`src/rtl/rx_chan_scheduler_if.sv`:
```
// Scheduler <-> packet former / channel FIFO bundle.
// The master modport is the scheduler side; slave is the former/FIFO side.
interface rx_chan_scheduler_if #(
    parameter int unsigned NUM_CHAN = 2
);
    logic                         enable;
    logic [3:0]                   channels;
    logic [10*(NUM_CHAN+1)-1:0]   chan_usedw_flat;
    logic [NUM_CHAN:0]            chan_empty;
    logic                         have_space;
    logic                         pkt_done;
    logic                         start;
    logic [3:0]                   sel_chan;
    logic                         partial;
    logic [NUM_CHAN:0]            overrun;
    logic [NUM_CHAN:0]            overrun_clr;
    logic                         err_timeout;
    logic [7:0]                   debugbus;

    modport master (
        input  enable, channels, chan_usedw_flat, chan_empty, have_space, pkt_done, overrun_clr,
        output start, sel_chan, partial, overrun, err_timeout, debugbus
    );

    modport slave (
        output enable, channels, chan_usedw_flat, chan_empty, have_space, pkt_done, overrun_clr,
        input  start, sel_chan, partial, overrun, err_timeout, debugbus
    );
endinterface

```
`src/rtl/rx_chan_scheduler.sv`:
```
// Picks the RX channel FIFO the packet former drains next: channel 0 has strict priority,
// data channels share round-robin, and a lingering partial channel is flushed after an age timeout.
module rx_chan_scheduler #(
    parameter int unsigned NUM_CHAN      = 2,
    parameter int unsigned FULL_THRESH   = 504,
    parameter int unsigned FLUSH_TIMEOUT = 4096,
    parameter int unsigned DONE_TIMEOUT  = 1024
) (
    input logic                 rxclk,
    input logic                 reset,
    rx_chan_scheduler_if.master bus
);

    typedef enum logic [1:0] {StIdle = 2'd0, StBusy = 2'd1, StHold = 2'd2} state_e;

    localparam int unsigned DoneW    = $clog2(DONE_TIMEOUT + 1);
    localparam logic [12:0] FlushMax = 13'(FLUSH_TIMEOUT);
    localparam logic [9:0]  FullLvl  = 10'(FULL_THRESH);

    state_e            state_q, state_d;
    logic              start_q, start_d;
    logic              partial_q, partial_d;
    logic              err_q, err_d;
    logic [3:0]        sel_q, sel_d;
    logic [2:0]        rr_q, rr_d;
    logic [NUM_CHAN:0] ovr_q, ovr_d;
    logic [DoneW-1:0]  cnt_q, cnt_d;
    logic [12:0]       age_q [1:NUM_CHAN];
    logic [12:0]       age_d [1:NUM_CHAN];

    logic [3:0]        ch_max;
    logic [NUM_CHAN:0] full_vec, elig;
    logic              any_elig, pick_full, grant_done;
    logic [3:0]        pick, idx;

    always_comb begin
        ch_max   = (bus.channels > 4'(NUM_CHAN)) ? 4'(NUM_CHAN) : bus.channels;
        full_vec = '0;
        elig     = '0;
        for (int c = 0; c <= NUM_CHAN; c++) begin
            full_vec[c] = (4'(c) <= ch_max) && (bus.chan_usedw_flat[10*c +: 10] >= FullLvl);
        end
        elig[0] = ~bus.chan_empty[0];
        for (int c = 1; c <= NUM_CHAN; c++) begin
            elig[c] = (4'(c) <= ch_max) &&
                      (full_vec[c] || (~bus.chan_empty[c] && age_q[c] == FlushMax));
        end
    end

    // Walk the data channels starting after rr_ptr, wrapping from ch_max back to 1.
    always_comb begin
        any_elig  = elig[0];
        pick      = '0;
        pick_full = full_vec[0];
        idx       = {1'b0, rr_q};
        for (int k = 0; k < NUM_CHAN; k++) begin
            idx = (idx >= ch_max) ? 4'd1 : idx + 4'd1;
            for (int c = 1; c <= NUM_CHAN; c++) begin
                if (!any_elig && idx == 4'(c) && elig[c]) begin
                    any_elig  = 1'b1;
                    pick      = 4'(c);
                    pick_full = full_vec[c];
                end
            end
        end
    end

    assign grant_done = (state_q == StBusy) && bus.pkt_done;

    always_comb begin
        for (int c = 1; c <= NUM_CHAN; c++) begin
            age_d[c] = age_q[c];
            if (bus.chan_empty[c] || 4'(c) > ch_max || (grant_done && sel_q == 4'(c))) begin
                age_d[c] = '0;
            end else if (age_q[c] < FlushMax) begin
                age_d[c] = age_q[c] + 13'd1;
            end
        end
    end

    always_comb begin
        state_d   = state_q;
        start_d   = 1'b0;
        sel_d     = sel_q;
        partial_d = partial_q;
        rr_d      = rr_q;
        err_d     = err_q;
        cnt_d     = cnt_q;
        // A new overrun wins over a coincident clear.
        ovr_d     = (ovr_q & ~bus.overrun_clr) | (bus.have_space ? '0 : full_vec);
        unique case (state_q)
            StIdle: begin
                if (bus.enable && any_elig && bus.have_space) begin
                    sel_d     = pick;
                    partial_d = ~pick_full;
                    start_d   = 1'b1;
                    cnt_d     = '0;
                    state_d   = StBusy;
                end
            end
            StBusy: begin
                if (bus.pkt_done) begin
                    if (sel_q != 4'd0) rr_d = sel_q[2:0];
                    state_d = StHold;
                end else if (cnt_q == DoneW'(DONE_TIMEOUT - 1)) begin
                    err_d   = 1'b1;
                    state_d = StHold;
                end else begin
                    cnt_d = cnt_q + 1'b1;
                end
            end
            StHold: begin
                partial_d = 1'b0;
                state_d   = StIdle;
            end
            default: state_d = StIdle;
        endcase
    end

    always_ff @(posedge rxclk) begin
        if (reset) begin
            state_q   <= StIdle;
            start_q   <= 1'b0;
            sel_q     <= '0;
            partial_q <= 1'b0;
            rr_q      <= '0;
            err_q     <= 1'b0;
            cnt_q     <= '0;
            ovr_q     <= '0;
            for (int c = 1; c <= NUM_CHAN; c++) age_q[c] <= '0;
        end else begin
            state_q   <= state_d;
            start_q   <= start_d;
            sel_q     <= sel_d;
            partial_q <= partial_d;
            rr_q      <= rr_d;
            err_q     <= err_d;
            cnt_q     <= cnt_d;
            ovr_q     <= ovr_d;
            for (int c = 1; c <= NUM_CHAN; c++) age_q[c] <= age_d[c];
        end
    end

    assign bus.start       = start_q;
    assign bus.sel_chan    = sel_q;
    assign bus.partial     = partial_q;
    assign bus.overrun     = ovr_q;
    assign bus.err_timeout = err_q;
    assign bus.debugbus    = {state_q, rr_q, bus.have_space, |full_vec, start_q};

endmodule

```
`src/flat_wrapper.sv`:
```
// flat-port wrapper written by rule: the top's interface ports become plain ports
module rx_chan_scheduler_flat 
#(
    parameter int unsigned NUM_CHAN      = 2,
    parameter int unsigned FULL_THRESH   = 504,
    parameter int unsigned FLUSH_TIMEOUT = 4096,
    parameter int unsigned DONE_TIMEOUT  = 1024
)
  (rxclk, reset, bus_enable, bus_channels, bus_chan_usedw_flat, bus_chan_empty, bus_have_space, bus_pkt_done, bus_overrun_clr, bus_start, bus_sel_chan, bus_partial, bus_overrun, bus_err_timeout, bus_debugbus);
  rx_chan_scheduler_if #(.NUM_CHAN(NUM_CHAN)) bus_i ();
  input logic rxclk;
  input logic reset;
  input wire logic [$bits(bus_i.enable)-1:0] bus_enable;
  input wire logic [$bits(bus_i.channels)-1:0] bus_channels;
  input wire logic [$bits(bus_i.chan_usedw_flat)-1:0] bus_chan_usedw_flat;
  input wire logic [$bits(bus_i.chan_empty)-1:0] bus_chan_empty;
  input wire logic [$bits(bus_i.have_space)-1:0] bus_have_space;
  input wire logic [$bits(bus_i.pkt_done)-1:0] bus_pkt_done;
  input wire logic [$bits(bus_i.overrun_clr)-1:0] bus_overrun_clr;
  output wire logic [$bits(bus_i.start)-1:0] bus_start;
  output wire logic [$bits(bus_i.sel_chan)-1:0] bus_sel_chan;
  output wire logic [$bits(bus_i.partial)-1:0] bus_partial;
  output wire logic [$bits(bus_i.overrun)-1:0] bus_overrun;
  output wire logic [$bits(bus_i.err_timeout)-1:0] bus_err_timeout;
  output wire logic [$bits(bus_i.debugbus)-1:0] bus_debugbus;
  assign bus_i.enable = bus_enable;
  assign bus_i.channels = bus_channels;
  assign bus_i.chan_usedw_flat = bus_chan_usedw_flat;
  assign bus_i.chan_empty = bus_chan_empty;
  assign bus_i.have_space = bus_have_space;
  assign bus_i.pkt_done = bus_pkt_done;
  assign bus_i.overrun_clr = bus_overrun_clr;
  assign bus_start = bus_i.start;
  assign bus_sel_chan = bus_i.sel_chan;
  assign bus_partial = bus_i.partial;
  assign bus_overrun = bus_i.overrun;
  assign bus_err_timeout = bus_i.err_timeout;
  assign bus_debugbus = bus_i.debugbus;
  rx_chan_scheduler #(.NUM_CHAN(NUM_CHAN), .FULL_THRESH(FULL_THRESH), .FLUSH_TIMEOUT(FLUSH_TIMEOUT), .DONE_TIMEOUT(DONE_TIMEOUT)) u_core (.rxclk(rxclk), .reset(reset), .bus(bus_i));
endmodule
```
`config.mk`:
```
export PLATFORM = sky130hd
export DESIGN_NAME = rx_chan_scheduler_flat
export DESIGN_NICKNAME = d
export VERILOG_FILES = /design/src/rtl/rx_chan_scheduler_if.sv /design/src/rtl/rx_chan_scheduler.sv /design/src/flat_wrapper.sv
export SDC_FILE = /design/constraint.sdc
export NUM_CORES = 1
export LEC_CHECK = 0
export ABC_AREA = 1
export CAP_MARGIN = 25
export CORE_MARGIN = 4
export CORE_UTILIZATION = 35
export CTS_CLUSTER_DIAMETER = 50
export DETAILED_ROUTE_END_ITERATION = 8
export GPL_TIMING_DRIVEN = 0
export MAX_ROUTING_LAYER = met4
export PLACE_DENSITY = 0.61
export SYNTH_ARGS = -nofsm -noshare
export SYNTH_HDL_FRONTEND = slang
export SYNTH_SLANG_ARGS = --single-unit
export TNS_END_PERCENT = 20
```
`constraint.sdc`:
```
create_clock -name rxclk -period 3.3 [get_ports rxclk]
set_input_delay 0.66 -clock rxclk [delete_from_list [all_inputs] [get_ports rxclk]]
set_output_delay 0.66 -clock rxclk [all_outputs]
set_load 0.02 [all_outputs]
```
==> results.sh <==
export IMPL_dp_hpwl_microns=4930
export IMPL_tightest_slew_ps=537
export IMPL_htree_levels=2
export IMPL_r2r_end="u_core.cnt_q[9]$_SDFFE_PP0P_"
export IMPL_crit_arrival_ps=3270
export IMPL_hold_depth=2
export IMPL_endpoint_kind="flop"
export IMPL_start_kind="input pin"
export IMPL_r2r_setup_slack_ps=820
export IMPL_grt_overflow=0
export IMPL_crit_type="in2reg"
export IMPL_drtIter0Drc=93
export IMPL_fin_crit_ps=3090
export IMPL_cts_sinks=49
export IMPL_slew_headroom_pct=64.0
export IMPL_clock_path_buffers=2
export IMPL_power_leakage_nw=1.54
export IMPL_place_gp_congestion=0.860
export IMPL_post_drt_wl_per_cell_microns=10.8
export IMPL_peakVddDrop_uv=174
export IMPL_total_power_mw=1.23
export IMPL_rsz0062_at_grt="no"
export IMPL_yosysTopAreaCell="dfxtp_1"
export IMPL_rr_worst_depth=16
export IMPL_first_pass_iters=4
export IMPL_final_area_sq_mm=0.00372
export IMPL_routed_wl_microns=6390
export IMPL_min_path_type="reg2reg"
export IMPL_status="finished, final reports clean"
export IMPL_drc_errors=0
export IMPL_path_max_fanout=10
export IMPL_insertion_delay_ps=300
export IMPL_clkTransAtPathRegs_ps=90
export IMPL_grt_pass1_wl_microns=10700
export IMPL_fmax_mhz=323
export IMPL_ant_nets=0
export IMPL_core_sq_mm=0.00789
export IMPL_synth_area_sq_mm=0.00291
export IMPL_yosysWarnings=0
export IMPL_hp_start="u_core.bus.overrun[0]$_SDFF_PP0_"
export IMPL_yosysUniqueCellTypes=38
export IMPL_nets=547
export IMPL_drive_gt1_share_pct=9.78
export IMPL_holdPathEnd="u_core.bus.overrun[0]$_SDFF_PP0_"
export IMPL_max_cap_violations=0
export IMPL_ys_seq_area_share_pct=33.7
export IMPL_finalClockSkew_ps=12.5
export IMPL_ys_top_cells_by_area="dfxtp_1, nand2_1, inv_1"
export IMPL_cp_required_ps=3480
export IMPL_ys_ff_latch=49
export IMPL_async_reset_ff_share_pct=0
export IMPL_cts_tree="yes"
export IMPL_yosysTopAreaCellShare_pct=33.7
export IMPL_drt_vias_per_instance=4.63
export IMPL_diodes=0
export IMPL_numCtsBuffers=5
export IMPL_synth_edf_count=0
export IMPL_num_rows=32
export IMPL_num_vias=2744
export IMPL_placed_area_sq_mm=0.00354
export IMPL_setup_viol=0
export IMPL_grt_max_degree=15
export IMPL_grtUsageTotal_pct=13.2
export IMPL_fp_dieArea_sq_mm=0.00984
export IMPL_start_util_pct=36.9
export IMPL_power_density_mw_per_mm2=331
export IMPL_synthCells=426
export IMPL_dieHeight_microns=99.2
export IMPL_postCtsHoldBufs=0
export IMPL_worstReg2RegStart="u_core.rr_q[1]$_SDFFE_PP0P_"
export IMPL_hold_viol=0
export IMPL_dp_cells=579
export IMPL_final_max_slew_viol_count=0
export IMPL_avgSynthCellArea_sq_um=6.83
export IMPL_min_period_over_period_pct=93.7
export IMPL_antenna_found_initial=0
export IMPL_grt_pass1_vias=2546
export IMPL_fin_util_pct=47.2
export IMPL_stdcell_count=593
export IMPL_synth_main_ff_cell="dfxtp_1"
export IMPL_io_pins=63
export IMPL_die_w_microns=99.2
export IMPL_fill_cells=818
export IMPL_cts_root_buf="clkbuf_8"
export IMPL_areaGrowthSynthToFinish_pct=27.8
export IMPL_place_port_buffers=49
-- cell type report --
class / count / area [sq um] / area share (%)
Sequential cell: 49 / 981 / 26.4
Clock buffer: 7 / 86.3 / 2.32
Clock inverter: 1 / 30.0 / 0.807
Timing Repair Buffer: 55 / 538 / 14.5
Tap cell: 102 / 128 / 3.43
Multi-Input combinational cell: 298 / 1610 / 43.4
Buffer: 11 / 77.6 / 2.09
Inverter: 70 / 265 / 7.13
-- kinds of logic (layout without fill, tap and decap cells) --
| kind of cell | Yosys count | after routing | synth area share, % |
|---|---|---|---|
| compound gates | 53 | 53 | 9.97 |
| buf+inv | 81 | 144 | 11.6 |
| fa+ha+maj | 12 | 12 | 5.16 |
| xor+xnor | 11 | 11 | 3.31 |
| flops | 49 | 49 | 33.7 |
| other cells | 2 | 4 | 0.258 |
| simple gates | 218 | 218 | 36.0 |
-- worst max path at each step --
stage / start / end / slack, ps / cells past startpoint
4_1_cts: bus_channels[2] / u_core.cnt_q[9]$_SDFFE_PP0P_ / 90 / 20
5_1_grt: bus_channels[3] / u_core.cnt_q[10]$_SDFFE_PP0P_ / 9 / 21
6_report: bus_channels[3] / u_core.cnt_q[9]$_SDFFE_PP0P_ / 210 / 20
3_5_place_dp: bus_channels[3] / u_core.cnt_q[9]$_SDFFE_PP0P_ / -230 / 20
3_3_place_gp: bus_channels[3] / u_core.cnt_q[9]$_SDFFE_PP0P_ / -190 / 20
2_1_floorplan: bus_channels[3] / u_core.cnt_q[2]$_SDFFE_PP0P_ / 540 / 20
-- cell usage after synthesis (2+ instances only) --
| master | count |
|---|---|
| nor3_1 | 14 |
| nand3b_1 | 2 |
| xor2_1 | 10 |
| nand2_2 | 5 |
| nand3_4 | 3 |
| nand3_2 | 2 |
| nand4_1 | 7 |
| dfxtp_1 | 49 |
| conb_1 | 2 |
| nor3b_1 | 4 |
| nand2_1 | 82 |
| o21ai_0 | 15 |
| a21oi_1 | 31 |
| nor2_1 | 54 |
| inv_1 | 65 |
| inv_2 | 3 |
| buf_4 | 6 |
| buf_2 | 2 |
| ha_1 | 12 |
| nand3_1 | 37 |
| nand2_4 | 4 |
-- per-layer routing --
metal | part of all wire, % | GRT usage (%) | up-vias | routed length (microns)
met4 | 1.1 | 3.47 | 0 | 69
met2 | 45 | 21.8 | 53 | 2850
met1 | 49 | 16.4 | 1217 | 3110
li1 | - | - | 1468 | -
met5 | 0 | - | - | 0
met3 | 5.8 | 2.66 | 6 | 371
-- worst max-delay path, stage by stage --
cell and delay, ps:
clkdlybuf4s50_1 440, nor2_4 130, nand2_2 80, inv_4 90, ha_4 200, nand2_2 100, nand2_1 90, nor2_1 110
ha_1 230, o21ai_1 70, nand2_1 90, a21oi_2 190, nand2_2 100, a21oi_4 180, nand2_2 80, nand2_4 100
nand2_2 60, buf_6 140, nand2_1 60, a21oi_1 60
-- repair_timing --
action                     4_1_cts  5_1_grt
gates resized for setup          0        5
buffers inserted                 0        6
setup endpoints to repair        0       13
-- sequential cells by signal (all words and copies together) (netlist names) --
signal / cells
u_core.bus.err_timeout: 1
u_core.bus.overrun: 3
u_core.bus.sel_chan: 2
u_core.age_q: 26
u_core.rr_q: 2
u_core.bus.start: 1
u_core.state_q: 2
u_core.cnt_q: 11
u_core.bus.partial: 1
-- placed cells by master, fill, tap and decap left out, types with 2 or more instances in the layout --
cell type	n
clkbuf_1	2
nand3_2	2
dfxtp_1	49
conb_1	4
nand2_1	82
nor3b_1	4
buf_6	2
nand3b_1	2
inv_2	3
buf_2	2
nand3_4	3
nor3_1	14
nor2_1	53
nand3_1	37
buf_4	11
clkdlybuf4s50_1	48
nand4_1	7
clkbuf_8	6
inv_1	65
xor2_1	10
o21ai_0	15
nand2_2	5
nor2_2	2
a21oi_1	31
ha_1	11
nand2_4	4
-- report_power, final --
group | leakage (nW) | internal (mW) | switching (mW)
Sequential | 0.396 | 0.600 | 0.00697
Combinational | 1.08 | 0.0893 | 0.0927
Clock | 0.0585 | 0.247 | 0.196
Total | 1.54 | 0.937 | 0.296
-- per-stage QoR --
stage	setup WS, ps	setup TNS [ps]	hold slack (ps)
final	208	0	469
after global routing	8.89	0	505
after CTS	92.4	0	472
after detailed placement	-226	-2540	455
after global placement	-190	-2020	454
after floorplan	537	0	450
Note: power is estimated with default switching activity, not from simulation.
